--- src/rtl/clk_div_mon_pkg.sv ---
// Shared definitions for the divided-clock monitor: FSM state encoding and default widths.
package clk_div_mon_pkg;

    localparam int STATE_W       = 2;
    localparam int CNT_W_DEFAULT = 8;

    typedef enum logic [STATE_W-1:0] {
        ST_IDLE   = 2'd0,
        ST_ACQ    = 2'd1,
        ST_LOCKED = 2'd2,
        ST_FAULT  = 2'd3
    } mon_state_t;

endpackage

--- src/rtl/clk_div_mon_edge.sv ---
// Capture stage for div_in: optional two-flop synchroniser, div_q/div_q_d and rise detect.
// Build option: CLK_DIV_MON_SYNC_IN_EN inserts the synchroniser for asynchronous sources.
module clk_div_mon_edge (
    input  logic i_clk,
    input  logic i_rst,
    input  logic i_div,
    output logic o_div_q,
    output logic o_rise
);

    logic w_div_src;
    logic r_div_q;
    logic r_div_q_d;

`ifdef CLK_DIV_MON_SYNC_IN_EN
    logic [1:0] r_sync;

    always_ff @(posedge i_clk or posedge i_rst) begin
        if (i_rst) begin
            r_sync <= '0;
        end else begin
            r_sync <= {r_sync[0], i_div};
        end
    end

    assign w_div_src = r_sync[1];
`else
    assign w_div_src = i_div;
`endif

    always_ff @(posedge i_clk or posedge i_rst) begin
        if (i_rst) begin
            r_div_q   <= 1'b0;
            r_div_q_d <= 1'b0;
        end else begin
            r_div_q   <= w_div_src;
            r_div_q_d <= r_div_q;
        end
    end

    assign o_div_q = r_div_q;
    assign o_rise  = r_div_q & ~r_div_q_d;

endmodule

--- src/rtl/clk_div_monitor.sv ---
// Period/duty checker for a divided clock sampled in the clk domain, with lock and fault reporting.
// Build option: CLK_DIV_MON_SYNC_IN_EN (see clk_div_mon_edge) adds two cycles of input latency.
module clk_div_monitor
    import clk_div_mon_pkg::*;
#(
    parameter int DIV_RATIO   = 9,
    parameter int HIGH_CYCLES = 4,
    parameter int LOCK_COUNT  = 4,
    parameter int CNT_W       = CNT_W_DEFAULT
) (
    input  logic             clk,
    input  logic             rst,
    input  logic             div_in,
    output logic             locked,
    output logic             period_err,
    output logic             duty_err,
    output logic [CNT_W-1:0] period_cnt,
    output logic [CNT_W-1:0] high_cnt
);

    localparam int GOOD_W = $clog2(LOCK_COUNT + 1);

    localparam logic [CNT_W-1:0]  C_MAX     = '1;
    localparam logic [CNT_W-1:0]  C_DIV     = CNT_W'(DIV_RATIO);
    localparam logic [CNT_W-1:0]  C_HIGH    = CNT_W'(HIGH_CYCLES);
    localparam logic [CNT_W-1:0]  C_TO_LAST = CNT_W'(2 * DIV_RATIO - 1);
    localparam logic [GOOD_W-1:0] C_LOCK    = GOOD_W'(LOCK_COUNT);
    localparam logic [GOOD_W-1:0] C_LOCK_M1 = GOOD_W'(LOCK_COUNT - 1);

    logic w_div_q;
    logic w_rise;

    logic [CNT_W-1:0] r_cnt;
    logic [CNT_W-1:0] r_hacc;
    logic [CNT_W-1:0] w_meas_period;
    logic             w_period_bad;
    logic             w_duty_bad;
    logic             w_meas_good;
    logic             w_measure;
    logic             w_timeout;

    mon_state_t        r_state;
    mon_state_t        w_state_next;
    logic [GOOD_W-1:0] r_good;
    logic [GOOD_W-1:0] w_good_next;
    logic              w_perr_next;
    logic              w_derr_next;

    clk_div_mon_edge u_edge (
        .i_clk   (clk),
        .i_rst   (rst),
        .i_div   (div_in),
        .o_div_q (w_div_q),
        .o_rise  (w_rise)
    );

    always_ff @(posedge clk or posedge rst) begin
        if (rst) begin
            r_cnt  <= '0;
            r_hacc <= '0;
        end else begin
            if (w_rise) begin
                r_cnt <= '0;
            end else if (r_cnt != C_MAX) begin
                r_cnt <= r_cnt + CNT_W'(1);
            end

            if (w_rise) begin
                r_hacc <= CNT_W'(1);
            end else if (w_div_q && (r_hacc != C_MAX)) begin
                r_hacc <= r_hacc + CNT_W'(1);
            end
        end
    end

    assign w_meas_period = (r_cnt == C_MAX) ? C_MAX : (r_cnt + CNT_W'(1));
    assign w_period_bad  = (w_meas_period != C_DIV);
    assign w_duty_bad    = (r_hacc != C_HIGH);
    assign w_meas_good   = ~w_period_bad & ~w_duty_bad;
    assign w_measure     = w_rise && (r_state != ST_IDLE);
    // cnt saturates past the threshold, so this compare can only fire once per rise
    assign w_timeout     = (r_state != ST_IDLE) && !w_rise && (r_cnt == C_TO_LAST);

    always_comb begin
        w_state_next = r_state;
        w_good_next  = r_good;
        w_perr_next  = 1'b0;
        w_derr_next  = 1'b0;

        if (w_measure) begin
            w_perr_next = w_period_bad;
            w_derr_next = w_duty_bad;
        end else if (w_timeout) begin
            w_perr_next = 1'b1;
        end

        case (r_state)
            ST_IDLE: begin
                if (w_rise) begin
                    w_state_next = ST_ACQ;
                    w_good_next  = '0;
                end
            end
            ST_ACQ: begin
                if (w_rise) begin
                    if (!w_meas_good) begin
                        w_good_next = '0;
                    end else if (r_good == C_LOCK_M1) begin
                        w_good_next  = C_LOCK;
                        w_state_next = ST_LOCKED;
                    end else begin
                        w_good_next = r_good + GOOD_W'(1);
                    end
                end else if (w_timeout) begin
                    w_good_next = '0;
                end
            end
            ST_LOCKED: begin
                if ((w_rise && !w_meas_good) || w_timeout) begin
                    w_state_next = ST_FAULT;
                end
            end
            ST_FAULT: begin
                if (w_rise) begin
                    w_state_next = ST_ACQ;
                    w_good_next  = '0;
                end
            end
            default: begin
                w_state_next = ST_IDLE;
                w_good_next  = '0;
            end
        endcase
    end

    always_ff @(posedge clk or posedge rst) begin
        if (rst) begin
            r_state    <= ST_IDLE;
            r_good     <= '0;
            period_err <= 1'b0;
            duty_err   <= 1'b0;
            period_cnt <= '0;
            high_cnt   <= '0;
        end else begin
            r_state    <= w_state_next;
            r_good     <= w_good_next;
            period_err <= w_perr_next;
            duty_err   <= w_derr_next;
            if (w_measure) begin
                period_cnt <= w_meas_period;
                high_cnt   <= r_hacc;
            end
        end
    end

    assign locked = (r_state == ST_LOCKED);

endmodule
--- config.mk ---
export PLATFORM = sky130hd
export DESIGN_NAME = clk_div_monitor
export DESIGN_NICKNAME = d
export VERILOG_FILES = /design/src/rtl/clk_div_mon_pkg.sv /design/src/rtl/clk_div_mon_edge.sv /design/src/rtl/clk_div_monitor.sv
export SDC_FILE = /design/constraint.sdc
export NUM_CORES = 1
export LEC_CHECK = 0
export ABC_AREA = 1
export CORE_ASPECT_RATIO = 0.6
export CORE_MARGIN = 2
export CORE_UTILIZATION = 55
export DETAILED_ROUTE_END_ITERATION = 12
export GPL_ROUTABILITY_DRIVEN = 0
export PLACE_DENSITY = 0.78
export SKIP_LAST_GASP = 1
export SLEW_MARGIN = 20
export SYNTH_ARGS = -nofsm -noshare
export SYNTH_HDL_FRONTEND = slang
export SYNTH_SLANG_ARGS = --single-unit
--- constraint.sdc ---
create_clock -name clk -period 1.8 [get_ports clk]
set_input_delay 0.27 -clock clk [delete_from_list [all_inputs] [get_ports clk]]
set_output_delay 0.27 -clock clk [all_outputs]
set_load 0.05 [all_outputs]
==> results_dict.tcl, run 1 <==
set metrics [dict create \
    cts_root_buf "clkbuf_8" \
    cp_top_family "buffers and inverters" \
    wl_per_cell_um 14.7 \
    synth.avg_cell_area_um2 8.70 \
    worstSetupPathType "reg2out" \
    combPwrFrac_pct 46.2 \
    die_w_um 84.4 \
    max-vdd-ir-drop_v 0.00121 \
    die_h_um 52.2 \
    die-area_um2 4400 \
    r2r_slack_ns 0.08 \
    r2r-end "r_state[0]$_DFFE_PP0P_" \
    critPathCaptureType "output port" \
    final-hold-violation-count 0 \
    numCtsBuffers 5 \
    maxCapViolations 0 \
    power.share.clock_pct 18.8 \
    overflow 0 \
    ys_ff_latch 41 \
    num-nets-final 296 \
    grt_pass1_vias 1608 \
    drive_above_1_share_pct 25.7 \
    syn-num-nets 258 \
    ant_nets 0 \
    reg2reg_from "r_cnt[2]$_DFFE_PP0P_" \
    crit_chain "clkdlybuf4s50_1" \
    worst_pin_slew_ns 0.503 \
    p_switching_mw 1.49 \
    power_mw 3.59 \
    worstSetupStartpointType "flip-flop" \
    ctsHoldBuffers 0 \
    p_int_mw 2.11 \
    clk_path_buf_depth 2 \
    skew_ns 0.00822 \
    synthToLayoutAreaGrowth_pct 28.0 \
    pin_count 22 \
    fmax_ghz 0.567 \
    finalMaxSlewViolations 0 \
    p_leak_nw 1.30 \
    rows 17 \
    drt-total-wl_mm 4.87 \
    num_vias 1808 \
    grt_pass1_wl_mm 7.68 \
    grt_setup_unrepaired "true" \
    seqPwrFrac_pct 35.0 \
    ys_types 30 \
    seq_area_frac_synth_pct 48.2 \
    drc_errors 0 \
    worstPathRequired_ns 1.53 \
    via_per_inst 5.46 \
    timing.slew.headroom_pct 66.3 \
    insertion_delay_ns 0.30 \
    grt_max_degree 42 \
    switching_share_pct 41.3 \
    synth_area_um2 2130 \
    coreArea_um2 3700 \
    drt-initial-drc-count 100 \
    grt_use_total_pct 22.8 \
    fin_crit_sh_pct 97.9 \
    drtPass1Iterations 4 \
    antenna_found_initial 0 \
    cp_max_fo 2 \
    cts_sinks 41 \
    numPortBuffers 21 \
    reg2reg_depth 12 \
    synthCells 245 \
    yosys_warnings 0 \
    power_density_nw_per_um2 1320 \
    hp-class "in2async" \
    clk_pin_slew_worst_paths_ns 0.09 \
    critPathBufInv 1 \
    hpwl_mm 3.37 \
    start_util_pct 57.6 \
    crit_path_top_delay_cell "clkdlybuf4s50_1" \
    cts_tree "built" \
    antenna_cells 0 \
    crit_arrival_ns 1.49 \
    setup-tns-final_ns 0 \
    cts_max_level 2 \
    setup_viol 0 \
    min_period_ns 1.76 \
    status "finished, final reports clean" \
    slowest_delay_ns 0.82 \
]
-- layout by cell type (no fill, tap or decap), types with 3 or more instances in the layout --
master            n
o21a_1            3
o21ai_1           8
nand4_1           6
a21oi_1           7
clkbuf_8          7
buf_4            13
o21ai_0          11
nor3_1            3
nand3_2           8
nor2_4            6
ha_1              8
inv_1            28
nand3_4           3
dfrtp_1          39
nor2_1           17
nand3_1          13
nand2_1          41
inv_2             6
clkdlybuf4s50_1  20
nand2_2          10
-- worst max path at each step --
stage                               from                     end  slack [ns]  cells past startpoint
2_1_floorplan       r_cnt[0]$_DFFE_PP0P_  r_state[1]$_DFFE_PP0P_        0.12                     12
3_3_place_gp        r_cnt[1]$_DFFE_PP0P_  r_state[0]$_DFFE_PP0P_        0.01                     11
3_5_place_dp        r_cnt[1]$_DFFE_PP0P_  r_state[0]$_DFFE_PP0P_      -0.004                     11
4_1_cts             r_cnt[1]$_DFFE_PP0P_  r_state[0]$_DFFE_PP0P_       0.008                     12
5_1_grt             r_cnt[1]$_DFFE_PP0P_  r_state[0]$_DFFE_PP0P_       -0.05                     12
6_report       period_cnt[1]$_DFFE_PP0P_           period_cnt[1]        0.04                      1
-- repair_timing --
item | 4_1_cts | 5_1_grt
setup endpoints to repair | 2 | 6
buffers inserted | 0 | 7
gates resized for setup | 1 | 31
pin swaps | 1 | 17
-- Yosys cell counts --
cell,n,area share [%]
nand2_1,45,7.9
dfrtp_1,41,48
inv_1,31,5.5
nor2_1,19,3.3
nand3_1,18,4.2
o21ai_0,12,2.8
ha_1,10,5.9
nand2_2,8,2.3
a21oi_1,7,1.6
o21ai_1,7,1.6
nand4_1,6,1.8
inv_2,4,0.70
nand3_2,4,1.9
nor3_1,4,0.94
clkbuf_1,3,0.53
nor2_2,3,0.88
nor2_4,3,1.6
o21a_1,3,1.1
a211oi_1,2,0.70
buf_6,2,1.1
nand3_4,2,1.6
o21ai_2,2,0.82
or2_2,2,0.59
a31oi_1,1,0.29
buf_2,1,0.23
o211a_1,1,0.47
o21bai_1,1,0.35
o31ai_1,1,0.35
or2_1,1,0.29
xnor2_1,1,0.41
-- through the flow --
step / util, % / instance area (um2) / setup WS, ns / cells / hold WS (ns)
2_1_floorplan: - / 2130 / 0.123 / 245 / 0.301
3_3_place_gp: 66.2 / 2450 / 0.0134 / 316 / 0.408
3_5_place_dp: 66.2 / 2450 / -0.00427 / 316 / 0.430
4_1_cts: 69.0 / 2550 / 0.00827 / 324 / 0.342
5_1_grt: 73.7 / 2730 / -0.0533 / 331 / 0.367
6_report: 73.7 / 2730 / 0.0371 / 331 / 0.327
-- power by group through the flow --
stage	logic [mW]	clock network [mW]	registers, mW
global route	1.80	0.730	1.28
CTS	1.44	0.682	1.23
global placement	1.40	0	1.24
finish	1.66	0.675	1.26
floorplan	0.676	0	1.55
detailed placement	1.43	0	1.25
-- flip-flops by register name, indices dropped and copies added (netlist names) --
register	flops
period_err	1
r_good	3
r_hacc	8
period_cnt	8
u_edge.o_div_q	1
duty_err	1
u_edge.r_div_q_d	1
r_cnt	8
r_state	2
high_cnt	8
-- cell type report --
class	count	area [um2]
Fill cell	276	973
Clock inverter	1	5.00
Inverter	35	134
Multi-Input combinational cell	163	1040
Sequential cell	41	1030
Clock buffer	7	96.3
Tap cell	47	58.8
Timing Repair Buffer	37	360
-- routing by layer --
metal  vias to the layer above  part of all wire, %  global-route usage (%)
li1                        869                    -                       -
met3                         7                  7.0                    6.30
met5                         -                    0                       0
met2                        55                   44                    32.5
met1                       877                   48                    34.7
met4                         0                 0.84                    4.76
-- cells by family after synthesis --
family,after synthesis,synth area share (%)
flops,41,48.2
simple gates,115,27.4
compound gates,37,10.2
xor+xnor,1,0.411
buf+inv,41,7.99
fa+ha+maj,10,5.87
Power figures use the tool's default switching activity.
==> run 2, diff against run 1 <==
Settings changed: CORE_MARGIN 2 to 4.
Clock period 1.8 ns to 2.2 ns, I/O delays scaled along.
==> run 2 against run 1 <==
  * Critical path depth is 2 higher
  * Cell area down 8.5%
  * Cell count down 3.9%
  * Die area grew 13%
  * Largest cell class is now flip-flops and latches
==> results_dict.tcl, run 2 (same netlist as run 1, synthesis figures left out) <==
set metrics [dict create \
    numPortBuffers 21 \
    post_cts_buffers 0 \
    clk_pin_slew_worst_paths_ns 0.08 \
    final_cell_mix "45 x nand2_1, 41 x dfrtp_1, 31 x inv_1" \
    cts_sinks 41 \
    synthToLayoutAreaGrowth_pct 17.1 \
    num-nets-final 284 \
    max-vdd-ir-drop_v 0.000755 \
    crit_arrival_ns 1.76 \
    timing.slew.headroom_pct 65.0 \
    grt_pass1_wl_mm 7.65 \
    clk_path_buf_depth 2 \
    grt_max_degree 42 \
    fin_crit_sh_pct 95.2 \
    worstSetupStartpointType "flip-flop" \
    drt-initial-drc-count 106 \
    hpwl_mm 3.20 \
    insertion_delay_ns 0.29 \
    power_density_nw_per_um2 1090 \
    setup-tns-final_ns 0 \
    numCtsBuffers 5 \
    antenna_found_initial 0 \
    hp-class "reg2reg" \
    rows 17 \
    wl_met3_um 412 \
    wl_per_cell_um 13.8 \
    cp_max_fo 3 \
    met2_length_mm 1.73 \
    fillers 296 \
    drive_above_1_share_pct 14.4 \
    maxCapViolations 0 \
    drtPass1Iterations 4 \
    fmax_ghz 0.478 \
    dp_cells 311 \
    cts_resized 0 \
    start_util_pct 57.6 \
    final_cells 318 \
    cts_root_buf "clkbuf_8" \
    min_period_ns 2.09 \
    via_per_inst 5.51 \
    drc_errors 0 \
    wl_met1_mm 2.19 \
    die-area_um2 4970 \
    crit_start "r_state[0]$_DFFE_PP0P_" \
    finalMaxSlewViolations 0 \
    worstPathRequired_ns 1.87 \
    place_area_um2 2390 \
    top_layer_used "met4" \
    antenna_cells 0 \
    worst_pin_slew_ns 0.524 \
    mostFrequentLayoutCell "nand2_1" \
    num_vias 1751 \
    status "finished, final reports clean" \
    p_leak_nw 1.20 \
    cts_tree "built" \
    postLayoutCellArea_um2 2490 \
    drt-total-wl_mm 4.38 \
    final-hold-violation-count 0 \
    ctsHoldBuffers 0 \
    critPathCaptureType "output port" \
    setup_viol 0 \
    ant_nets 0 \
    die_h_um 56.2 \
    cts_max_level 2 \
    grt_use_total_pct 20.0 \
    worstSetupPathType "reg2out" \
    skew_ns 0.00406 \
    coreArea_um2 3700 \
    holdCritStartpoint "u_edge.o_div_q$_DFF_PP0_" \
    overflow 0 \
    reg2reg_from "r_cnt[0]$_DFFE_PP0P_" \
    grt_pass1_vias 1624 \
    grt_setup_unrepaired "false" \
    die_w_um 88.4 \
    pin_count 22 \
]
## run 2: cell types whose count changed in the layout (fill, tap and decap cells not counted), sizes merged
| cell | before | now |
|---|---|---|
| clkdlybuf4s50 | 20 | 21 |
| buf | 17 | 4 |
| bufinv | 0 | 1 |
| clkbuf | 7 | 5 |
## run 2: final timing paths
| path | end | slack, ns | cells after the start |
|---|---|---|---|
| setup reg to reg | r_state[0]$_DFFE_PP0P_ | 0.28 | 12 |
| hold reg to reg | u_edge.r_div_q_d$_DFF_PP0_ | 0.43 | 0 |
| max in group asynchronous | r_good[2]$_DFFE_PP0P_ | 1.38 | 3 |
| setup / recovery | locked | 0.11 | 3 |
| hold / removal | u_edge.r_div_q_d$_DFF_PP0_ | 0.43 | 0 |
| min in group asynchronous | high_cnt[0]$_DFFE_PP0P_ | 0.47 | 3 |
## run 2: final cells by class
class / count / area [um2] / share of cell area [%]
sequential: 41 / 1030 / 41.1
clock buffer: 5 / 68.8 / 2.76
multi-input combinational: 163 / 935 / 37.5
timing repair buffer: 25 / 240 / 9.63
tap: 47 / 58.8 / 2.36
inverter: 35 / 131 / 5.27
clock inverter: 2 / 35.0 / 1.40
## run 2: power by group
part | internal (mW) | switching [mW] | total (mW) | leakage [nW]
clock network | 0.330 | 0.252 | 0.582 | 0.0540
registers | 0.896 | 0.122 | 1.02 | 0.538
logic | 0.379 | 0.730 | 1.11 | 0.608
total | 1.61 | 1.10 | 2.71 | 1.20
## run 2: through the flow
stage | power [mW] | utilization [%] | setup slack (ns) | hold slack (ns)
global route | 2.87 | 67.4 | 0.0392 | 0.456
finish | 2.71 | 67.4 | 0.106 | 0.434
global placement | 2.11 | 64.6 | 0.396 | 0.412
floorplan | 1.82 | - | 0.523 | 0.361
CTS | 2.72 | 67.4 | 0.0959 | 0.435
detailed placement | 2.13 | 64.6 | 0.326 | 0.413
## run 2: critical path, stage by stage, from the launching register on
cell and delay (ns):
dfrtp_1 0.41, inv_1 0.09, ha_1 0.17, clkdlybuf4s50_1 0.80
## run 2: metal layers
layer,up-vias,track usage (%)
met5,-,0
met2,79,24.5
met3,5,6.66
li1,846,-
met1,821,32.6
met4,0,5.39
